<file path="src/rtl/window_pkg.sv">
`default_nettype none
// ============================================================================
//  Module      : window_pkg
//  Description : Shared constants for the 3x3 sliding-window generator.
//                Tap k = WIN_DIM*row + col, with row 0 = oldest (top) line
//                and col 0 = oldest (left) column.
//  Revision    : 1.0 - initial release
// ============================================================================
package window_pkg;

    // Window edge length and total tap count
    localparam int WIN_DIM  = 3;
    localparam int NUM_TAPS = WIN_DIM * WIN_DIM;

    // Tap indices, row-major from the top-left (oldest) sample
    localparam int TAP_TL = 0;
    localparam int TAP_TC = 1;
    localparam int TAP_TR = 2;
    localparam int TAP_ML = 3;
    localparam int TAP_MC = 4;
    localparam int TAP_MR = 5;
    localparam int TAP_BL = 6;
    localparam int TAP_BC = 7;
    localparam int TAP_BR = 8;

    // Flat tap index from a (window row, window column) pair
    function automatic int tap_idx(input int wr, input int wc);
        return wr * WIN_DIM + wc;
    endfunction

endpackage : window_pkg
`default_nettype wire

</file>
<file path="src/rtl/line_mem.sv">
`default_nettype none
// ============================================================================
//  Module      : line_mem
//  Description : Single-port line buffer, one entry per pixel column.
//                The read port is asynchronous, so a read and a write to the
//                same address in one cycle return the old contents
//                (read-before-write). Contents are deliberately not reset:
//                the window generator never lets a stale entry reach a
//                valid window.
//  Revision    : 1.0 - initial release
// ============================================================================
module line_mem #(
    parameter int WIDTH = 8,
    parameter int DEPTH = 8
) (
    input  logic                     clk,
    input  logic                     i_we,
    input  logic [$clog2(DEPTH)-1:0] i_addr,
    input  logic [WIDTH-1:0]         i_wdata,
    output logic [WIDTH-1:0]         o_rdata
);

    logic [WIDTH-1:0] mem_q [DEPTH];

    // Old contents are visible for the whole cycle in which they get replaced
    assign o_rdata = mem_q[i_addr];

    // Write the new sample at the addressed column
    always_ff @(posedge clk) begin
        if (i_we) begin
            mem_q[i_addr] <= i_wdata;
        end
    end

endmodule : line_mem
`default_nettype wire

</file>
<file path="src/rtl/window_gen.sv">
`default_nettype none
// ============================================================================
//  Module      : window_gen
//  Description : Streaming 3x3 window generator. Pixels arrive in raster
//                order over a valid/ready handshake; two line buffers hold
//                the previous two lines so that every pixel at column >= 2
//                and row >= 2 emits a full window centred one pixel up and
//                one pixel left. Output is registered with one cycle of
//                latency and fully back-pressured by ready_in.
//                Optional build macro WINDOW_COORD_EN adds win_x / win_y
//                ports carrying the window-centre coordinates.
//  Revision    : 1.0 - initial release
// ============================================================================
module window_gen
    import window_pkg::*;
#(
    parameter int DATA_WIDTH = 8,
    parameter int IMG_WIDTH  = 8,
    parameter int IMG_HEIGHT = 8,
    parameter int NUM_CH     = 1
) (
    input  logic                                  clk,
    input  logic                                  rst,
    input  logic [NUM_CH*DATA_WIDTH-1:0]          pixel_in,
    input  logic                                  valid_in,
    input  logic                                  sof_in,
    output logic                                  ready_out,
    output logic [NUM_TAPS*NUM_CH*DATA_WIDTH-1:0] win_out,
    output logic                                  valid_out,
    input  logic                                  ready_in,
    output logic                                  eof_out,
    output logic                                  sof_err
`ifdef WINDOW_COORD_EN
    ,
    output logic [$clog2(IMG_WIDTH)-1:0]          win_x,
    output logic [$clog2(IMG_HEIGHT)-1:0]         win_y
`endif
);

    localparam int PIX_W = NUM_CH * DATA_WIDTH;
    localparam int COL_W = $clog2(IMG_WIDTH);
    localparam int ROW_W = $clog2(IMG_HEIGHT);

    localparam logic [COL_W-1:0] c_col_last = COL_W'(IMG_WIDTH - 1);
    localparam logic [ROW_W-1:0] c_row_last = ROW_W'(IMG_HEIGHT - 1);
    localparam logic [COL_W-1:0] c_col_edge = COL_W'(WIN_DIM - 1);
    localparam logic [ROW_W-1:0] c_row_edge = ROW_W'(WIN_DIM - 1);

    // ------------------------------------------------------------------
    // State
    // ------------------------------------------------------------------
    logic [COL_W-1:0] col_q, col_d;
    logic [ROW_W-1:0] row_q, row_d;
    logic             valid_q, valid_d;
    logic             eof_q, eof_d;
    logic             sof_err_q, sof_err_d;
    logic [PIX_W-1:0] win_q [NUM_TAPS];
    logic [PIX_W-1:0] win_d [NUM_TAPS];

    // ------------------------------------------------------------------
    // Handshake and effective position
    // ------------------------------------------------------------------
    logic             w_accept;
    logic             w_sof_take;
    logic [COL_W-1:0] w_eff_col;
    logic [ROW_W-1:0] w_eff_row;
    logic             w_qualify;
    logic             w_last_pix;
    logic [PIX_W-1:0] w_line1_rd;
    logic [PIX_W-1:0] w_line2_rd;

    // Upstream may push whenever the output slot is empty or being drained
    assign ready_out = !valid_q || ready_in;
    assign w_accept  = valid_in && ready_out;

    // A start-of-frame marker forces the accepted pixel to (0,0)
    always_comb begin
        w_sof_take = w_accept && sof_in;
        w_eff_col  = w_sof_take ? '0 : col_q;
        w_eff_row  = w_sof_take ? '0 : row_q;
        w_qualify  = (w_eff_col >= c_col_edge) && (w_eff_row >= c_row_edge);
        w_last_pix = (w_eff_col == c_col_last) && (w_eff_row == c_row_last);
    end

    // ------------------------------------------------------------------
    // Line buffers: line1 holds the previous line, line2 the one before.
    // On accept line2 inherits line1's old entry and line1 takes the pixel.
    // ------------------------------------------------------------------
    line_mem #(
        .WIDTH (PIX_W),
        .DEPTH (IMG_WIDTH)
    ) u_line1 (
        .clk     (clk),
        .i_we    (w_accept),
        .i_addr  (w_eff_col),
        .i_wdata (pixel_in),
        .o_rdata (w_line1_rd)
    );

    line_mem #(
        .WIDTH (PIX_W),
        .DEPTH (IMG_WIDTH)
    ) u_line2 (
        .clk     (clk),
        .i_we    (w_accept),
        .i_addr  (w_eff_col),
        .i_wdata (w_line1_rd),
        .o_rdata (w_line2_rd)
    );

    // Raster position advances on every accepted pixel, wrapping per line/frame
    always_comb begin
        col_d = col_q;
        row_d = row_q;
        if (w_accept) begin
            if (w_eff_col == c_col_last) begin
                col_d = '0;
                row_d = (w_eff_row == c_row_last) ? '0 : w_eff_row + ROW_W'(1);
            end else begin
                col_d = w_eff_col + COL_W'(1);
                row_d = w_eff_row;
            end
        end
    end

    // Output qualification: set by a window-producing accept, dropped once
    // the window is consumed, held while downstream stalls
    always_comb begin
        valid_d   = valid_q;
        eof_d     = eof_q;
        sof_err_d = w_sof_take && ((col_q != '0) || (row_q != '0));
        if (w_accept) begin
            valid_d = w_qualify;
            eof_d   = w_qualify && w_last_pix;
        end else if (ready_in) begin
            valid_d = 1'b0;
            eof_d   = 1'b0;
        end
    end

    // Window shifts one column left on accept; the new right column is
    // {two lines back, one line back, current pixel} from top to bottom
    always_comb begin
        win_d = win_q;
        if (w_accept) begin
            for (int wr = 0; wr < WIN_DIM; wr++) begin
                for (int wc = 0; wc < WIN_DIM - 1; wc++) begin
                    win_d[tap_idx(wr, wc)] = win_q[tap_idx(wr, wc + 1)];
                end
            end
            win_d[TAP_TR] = w_line2_rd;
            win_d[TAP_MR] = w_line1_rd;
            win_d[TAP_BR] = pixel_in;
        end
    end

    // Register all state; line buffers are intentionally left out of reset
    always_ff @(posedge clk) begin
        if (rst) begin
            col_q     <= '0;
            row_q     <= '0;
            valid_q   <= 1'b0;
            eof_q     <= 1'b0;
            sof_err_q <= 1'b0;
            for (int k = 0; k < NUM_TAPS; k++) begin
                win_q[k] <= '0;
            end
        end else begin
            col_q     <= col_d;
            row_q     <= row_d;
            valid_q   <= valid_d;
            eof_q     <= eof_d;
            sof_err_q <= sof_err_d;
            win_q     <= win_d;
        end
    end

    // ------------------------------------------------------------------
    // Outputs
    // ------------------------------------------------------------------
    assign valid_out = valid_q;
    assign eof_out   = eof_q;
    assign sof_err   = sof_err_q;

    // Flatten taps; channels of a tap are already packed in pixel order
    genvar k;
    generate
        for (k = 0; k < NUM_TAPS; k++) begin : g_pack
            assign win_out[k*PIX_W +: PIX_W] = win_q[k];
        end
    endgenerate

`ifdef WINDOW_COORD_EN
    // ------------------------------------------------------------------
    // Window-centre coordinates, updated together with the window taps
    // ------------------------------------------------------------------
    logic [COL_W-1:0] win_x_q, win_x_d;
    logic [ROW_W-1:0] win_y_q, win_y_d;

    // Centre sits one column left and one row up from the producing pixel
    always_comb begin
        win_x_d = win_x_q;
        win_y_d = win_y_q;
        if (w_accept && w_qualify) begin
            win_x_d = w_eff_col - COL_W'(1);
            win_y_d = w_eff_row - ROW_W'(1);
        end
    end

    // Coordinate registers share the window's reset and hold behaviour
    always_ff @(posedge clk) begin
        if (rst) begin
            win_x_q <= '0;
            win_y_q <= '0;
        end else begin
            win_x_q <= win_x_d;
            win_y_q <= win_y_d;
        end
    end

    assign win_x = win_x_q;
    assign win_y = win_y_q;
`endif

endmodule : window_gen
`default_nettype wire

</file>
<file path="config.mk">
export PLATFORM = sky130hd
export DESIGN_NAME = window_gen
export DESIGN_NICKNAME = d
export VERILOG_FILES = /design/src/rtl/window_pkg.sv /design/src/rtl/line_mem.sv /design/src/rtl/window_gen.sv
export SDC_FILE = /design/constraint.sdc
export NUM_CORES = 1
export LEC_CHECK = 0
export ABC_AREA = 1
export CELL_PAD_IN_SITES_DETAIL_PLACEMENT = 0
export CELL_PAD_IN_SITES_GLOBAL_PLACEMENT = 1
export CORE_ASPECT_RATIO = 1.2
export CORE_MARGIN = 3
export CORE_UTILIZATION = 40
export CTS_CLUSTER_DIAMETER = 40
export DETAILED_ROUTE_END_ITERATION = 12
export HOLD_SLACK_MARGIN = 0.1
export PLACE_DENSITY_LB_ADDON = 0.3
export RECOVER_POWER = 25
export SLEW_MARGIN = 20
export SYNTH_ARGS = -nofsm -noshare
export SYNTH_HDL_FRONTEND = slang
export SYNTH_HIERARCHICAL = 1
export SYNTH_SLANG_ARGS = --single-unit
</file>
<file path="constraint.sdc">
create_clock -name clk -period 4 [get_ports clk]
set_clock_uncertainty 0.15 [all_clocks]
set_input_delay 0.8 -clock clk [delete_from_list [all_inputs] [get_ports clk]]
set_output_delay 0.8 -clock clk [all_outputs]
set_load 0.01 [all_outputs]
</file>
# Yosys cells after proc, flatten, opt, wreduce, memory -nomap -nowiden
# Memory sizes are Yosys's and may differ from the RTL's. A register that Yosys moved wholly into a read port is not among the register bits.
# Index checks and enable logic that the tools add are counted.
[totals] ff_bits=73 latchBits=0 mem_bits_rw=128 mem_bits_ro=0 output_inout_bits=76 memories=2
[mem_list] name="u_line1.mem_q" depth=8 width=8 rd=1 rd_clocked_by_memory_dff=0 wr=1 line_no="line_mem.sv:23" text="logic [WIDTH-1:0] mem_q [DEPTH];"
[mem_list] name="u_line2.mem_q" depth=8 width=8 rd=1 rd_clocked_by_memory_dff=1 wr=1 line_no="line_mem.sv:23"
[classes] add_sub_neg=2 multipliers=0 div_mod_pow=0 order_cmp=2 n_eq_ne=2 shift=0 n_mux=10 bitwise=0 n_reduce_logical=12
[op_table] cell="2-to-1 mux 3 bit" n=5
[op_table] cell="adder 3 x 1 -> 3 bit, second input constant" n=2
[op_table] cell="equality test 3 bit, second input constant" n=2
[op_table] cell=">= comparator 3 x 2 -> 1 bit, second input constant" n=2
[op_table] cell="logical AND 1 bit" n=6
[op_table] cell="nonzero test 3 bit" n=2
[op_table] cell="2-to-1 mux 1 bit" n=5
[op_table] cell="logical OR 1 bit" n=2
[op_table] cell="nonzero test 2 bit" n=1
[op_table] cell="logical NOT 1 bit" n=1

# Depth between registers and ports, before layout
[depth] word_depth=9 ltp_mapped=16 mapped_depth_nobuf=14

# Cells and area by module
# The synthesis kept the hierarchy.
[modules_own_cells] mod="line_mem" n_inst=2 cells_per_inst=272 area_per_inst_um2=2763.9 seq_area_each_um2=1921.8
[modules_own_cells] mod="window_gen" n_inst=1 cells_per_inst=380 area_per_inst_um2=2980.4 seq_area_each_um2=1621.6

# Worst setup path before layout
# Ideal clock, no wire load.
[synth_timing] path_type="in2reg" from="in ready_in" to="mem u_line1.mem_q[1][0], enable pin" setup_time_ps=383 arrival_ps=2412 t_required_ps=3467 slack_ps=1055 path_stages=9 path_buffers=2 path_cell_list="inv_1 -> nand2_1 -> nand3_2 -> nand2_1 -> inv_1 -> buf_4 -> buf_2 -> nand2_1 -> nor3_1"
[synth_via] elab_chain_len=4 word_cells_on_any_way=6 classes_between="3 x mux; 3 x reduce/logical"
[synth_lines] element="start, declared" line_no="window_gen.sv:30" text="input logic ready_in,"
[synth_lines] element="logical OR 1 bit" line_no="window_gen.sv:73" text="assign ready_out = !valid_q || ready_in;"
[synth_lines] element="via ready_out" line_no="window_gen.sv:27" text="output logic ready_out,"
[synth_lines] element="logical AND 1 bit" line_no="window_gen.sv:74" text="assign w_accept = valid_in && ready_out;"
[synth_lines] element="logical AND 1 bit" line_no="window_gen.sv:78" text="w_sof_take = w_accept && sof_in;"
[synth_lines] element="2-to-1 mux 3 bit" line_no="window_gen.sv:79" text="w_eff_col = w_sof_take ? '0 : col_q;"
[synth_lines] element="via w_eff_col[0]" line_no="window_gen.sv:65" text="logic [COL_W-1:0] w_eff_col;"
[synth_lines] element="end, declared" line_no="line_mem.sv:23"
# The timed path passes the listed nets, and every way through them passes these cells.

# Final worst setup path
[layout_timing] from="in valid_in" to="reg win_q (netlist bit win_out[24])"
[layout_via] elab_chain_len=1
[layout_lines] element="start, declared" line_no="window_gen.sv:25" text="input logic valid_in,"
[layout_lines] element="logical AND 1 bit" line_no="window_gen.sv:74"
[layout_lines] element="end signal, assigned" line_no="window_gen.sv:174" text="win_q <= win_d;"
[layout_lines] element="end, declared" line_no="window_gen.sv:57" text="logic [PIX_W-1:0] win_q [NUM_TAPS];"
# Every way passes these cells.
# A chain may end at the register's enable or synchronous reset.

==> reports/metrics.yaml <==
outcome:
  status: "finished with violations"
  violations: "max-capacitance violations, max-slew violations"
floorplanning:
  pin_count: 89
  start_util_pct: 41.42
  fp-row-count: 57
  die_w_microns: 139.1
  die_area_sq_um: 23060
  coreArea_sq_um: 20540
  die_h_microns: 165.8
global_routing:
  grt_first_pass_wirelength_microns: 32640
  antenna_found_initial: 0
  grtUsageTotal_pct: 17.36
  grt_pass1_vias: 6100
  grt_max_degree: 44
  grt-ovfl-total: 0
clocking:
  cts_setup_buffers: 0
  cts_buffer_depth: 3
  cts_buffers: 30
  cts_tree: "done"
  cts-resized-gates: 0
  cts_sinks: 209
  clk-insertion-delay-late_ns: 0.56
  cts_root_buf: "clkbuf_16"
  postCtsHoldBufs: 0
  clk_pin_slew_worst_paths_ns: 0.06
  htreeDepth: 1
routing:
  via_per_inst: 4.699
  drc: 0
  avgRoutedWirePerCell_microns: 15.00
  ant_nets: 0
  vias: 6208
  drt_iter0_markers: 431
  routed_wl_microns: 19820
  drt-pass1-iter-count: 6
worst_setup_path:
  cp.arrival_ns: 3.44
  cp_data_required_time_ns: 4.34
  setup.worst_path.end_class: "flip-flop"
  crit_fanout: 43
  start_kind: "input port"
  crit_type: "in -> reg"
synthesis:
  ys_types: 23
  synthCells: 924
  syn_area_per_cell_sq_um: 9.208
  synth_warnings: 6
  synthesis.area_sq_um: 8508
  syn_nets: 943
  ys_ff_latch: 209
  yosysSeqAreaShare_pct: 64.24
timing:
  clock.fmax_mhz: 322.7
  fin_crit_sh_pct: 77.48
  min_period_ns: 3.099
  tns_ns: 0
  drv_slew: 44
  finalSetupViolCount: 0
  finalHoldViolCount: 0
  setup_ws_ns: 0.9007
  rsz0062_at_grt: "false"
  worst_pin_slew_ns: 1.699
  slew-limit-headroom_pct: -13.25
cells_and_area:
  stdcell_area_sq_um: 10720
  n_antenna_cell: 0
  syn2layout_area_growth_pct: 26.04
  fill_cells: 1922
  nNetsFinal: 1051
  final_util_pct: 52.21
  drive_above_1_share_pct: 9.470
power:
  powerDensity_nw_per_um2: 516.6
  irDropWorstVdd_v: 0.0003089
  p_leak_nw: 4.650
  p_total_mw: 5.540
hold_path:
  min_path_type: "reg -> reg"
run:
  drv_cap: 1
place:
  dpl.hpwl_microns: 12940
  gp_congestion: 0.7651
  placed_area_sq_um: 9713
  post-place-ws_ns: 0.4293
  io_buffers: 88
## where the power goes
part,switching (mW),total (mW),internal [mW]
Sequential,0.0483,2.45,2.40
Combinational,0.321,0.508,0.186
Clock,1.02,2.58,1.56
Total,1.39,5.54,4.15
## through the flow
step           hold slack [ns]  cells
2_1_floorplan           0.2969    924
3_3_place_gp            0.3180   1265
3_5_place_dp            0.3199   1265
4_1_cts                 0.3297   1321
5_1_grt                 0.3578   1321
6_report                0.3261   1321
## cell type report
| type | count | area, sq um | share of cell area [%] |
|---|---|---|---|
| clock buffer | 32 | 768.2 | 7.164 |
| clock inverter | 24 | 251.5 | 2.345 |
| inverter | 93 | 354.1 | 3.302 |
| multi-input combinational | 582 | 2441 | 22.76 |
| sequential | 209 | 5465 | 50.96 |
| tap | 265 | 331.6 | 3.092 |
| timing repair buffer | 116 | 1112 | 10.37 |
## metal layers
| metal | up-vias | wire [microns] | GRT usage, % |
|---|---|---|---|
| met2 | 125 | 10140 | 31.09 |
| met5 | - | 0 | 0 |
| met1 | 2886 | 8367 | 21.58 |
| met3 | 28 | 870 | 2.938 |
| li1 | 3169 | - | - |
| met4 | 0 | 440 | 4.936 |
## cell usage in the layout, fill, tap and decap left out, types with 4 or more instances in the layout
| cell | instances |
|---|---|
| inv_2 | 10 |
| nand2_1 | 284 |
| nor3_1 | 6 |
| nand3_1 | 33 |
| ha_1 | 6 |
| clkinvlp_4 | 4 |
| clkinv_4 | 6 |
| inv_1 | 81 |
| clkbuf_16 | 30 |
| dlygate4sd3_1 | 31 |
| edfxtp_1 | 128 |
| nor2_1 | 159 |
| clkinv_2 | 4 |
| clkdlybuf4s50_1 | 57 |
| o21ai_0 | 78 |
| dfxtp_1 | 81 |
| a21oi_1 | 7 |
| buf_4 | 25 |
## Yosys cell counts
cell type	count	area share, %
nand2_1	284	13
nor2_1	159	7.0
edfxtp_1	128	45
inv_1	82	3.6
dfxtp_1	81	19
o21ai_0	78	4.6
nand3_1	32	1.9
clkbuf_1	18	0.79
buf_4	11	0.97
inv_2	9	0.40
a21oi_1	7	0.41
buf_6	6	0.79
ha_1	6	0.88
nor3_1	6	0.35
buf_2	5	0.29
nand2_2	3	0.22
inv_4	2	0.15
nor2_4	2	0.26
a211oi_1	1	0.088
a21boi_4	1	0.22
nand3_2	1	0.12
nor3_2	1	0.12
o21ai_1	1	0.059
## path summary, 6_finish.rpt
kind | startpoint | endpoint | slack, ns | cells after the start
setup / recovery | valid_in | win_out[24] | 0.90 | 5
hold / removal | col_q[2] | col_q[2] | 0.33 | 2
setup reg to reg | valid_out | win_out[44] | 1.27 | 12
hold reg to reg | col_q[2] | col_q[2] | 0.33 | 2
## logic make-up after synthesis
family                   count (synthesis)  synth area share, %
adder cells (fa/ha/maj)                  6               0.8823
AO/OA/AOI/OAI                           88                5.368
AND/OR/NAND/NOR                        488                22.50
flip-flops                             209                64.24
buffers and inverters                  133                7.015
## state kept, by name, indices dropped and copies added (netlist names)
register,count
win_out,72
u_line1/mem_q,64
u_line2/mem_q,64
col_q,3
row_q,3
eof_out,1
sof_err,1
valid_out,1
## worst max-delay path, stage by stage
cell and delay (ns):
dlygate4sd3_1 0.58, a21boi_4 0.39, clkbuf_1 1.27, o21ai_0 0.22, nor2_1 0.16
(Power assumes the default switching activity.)
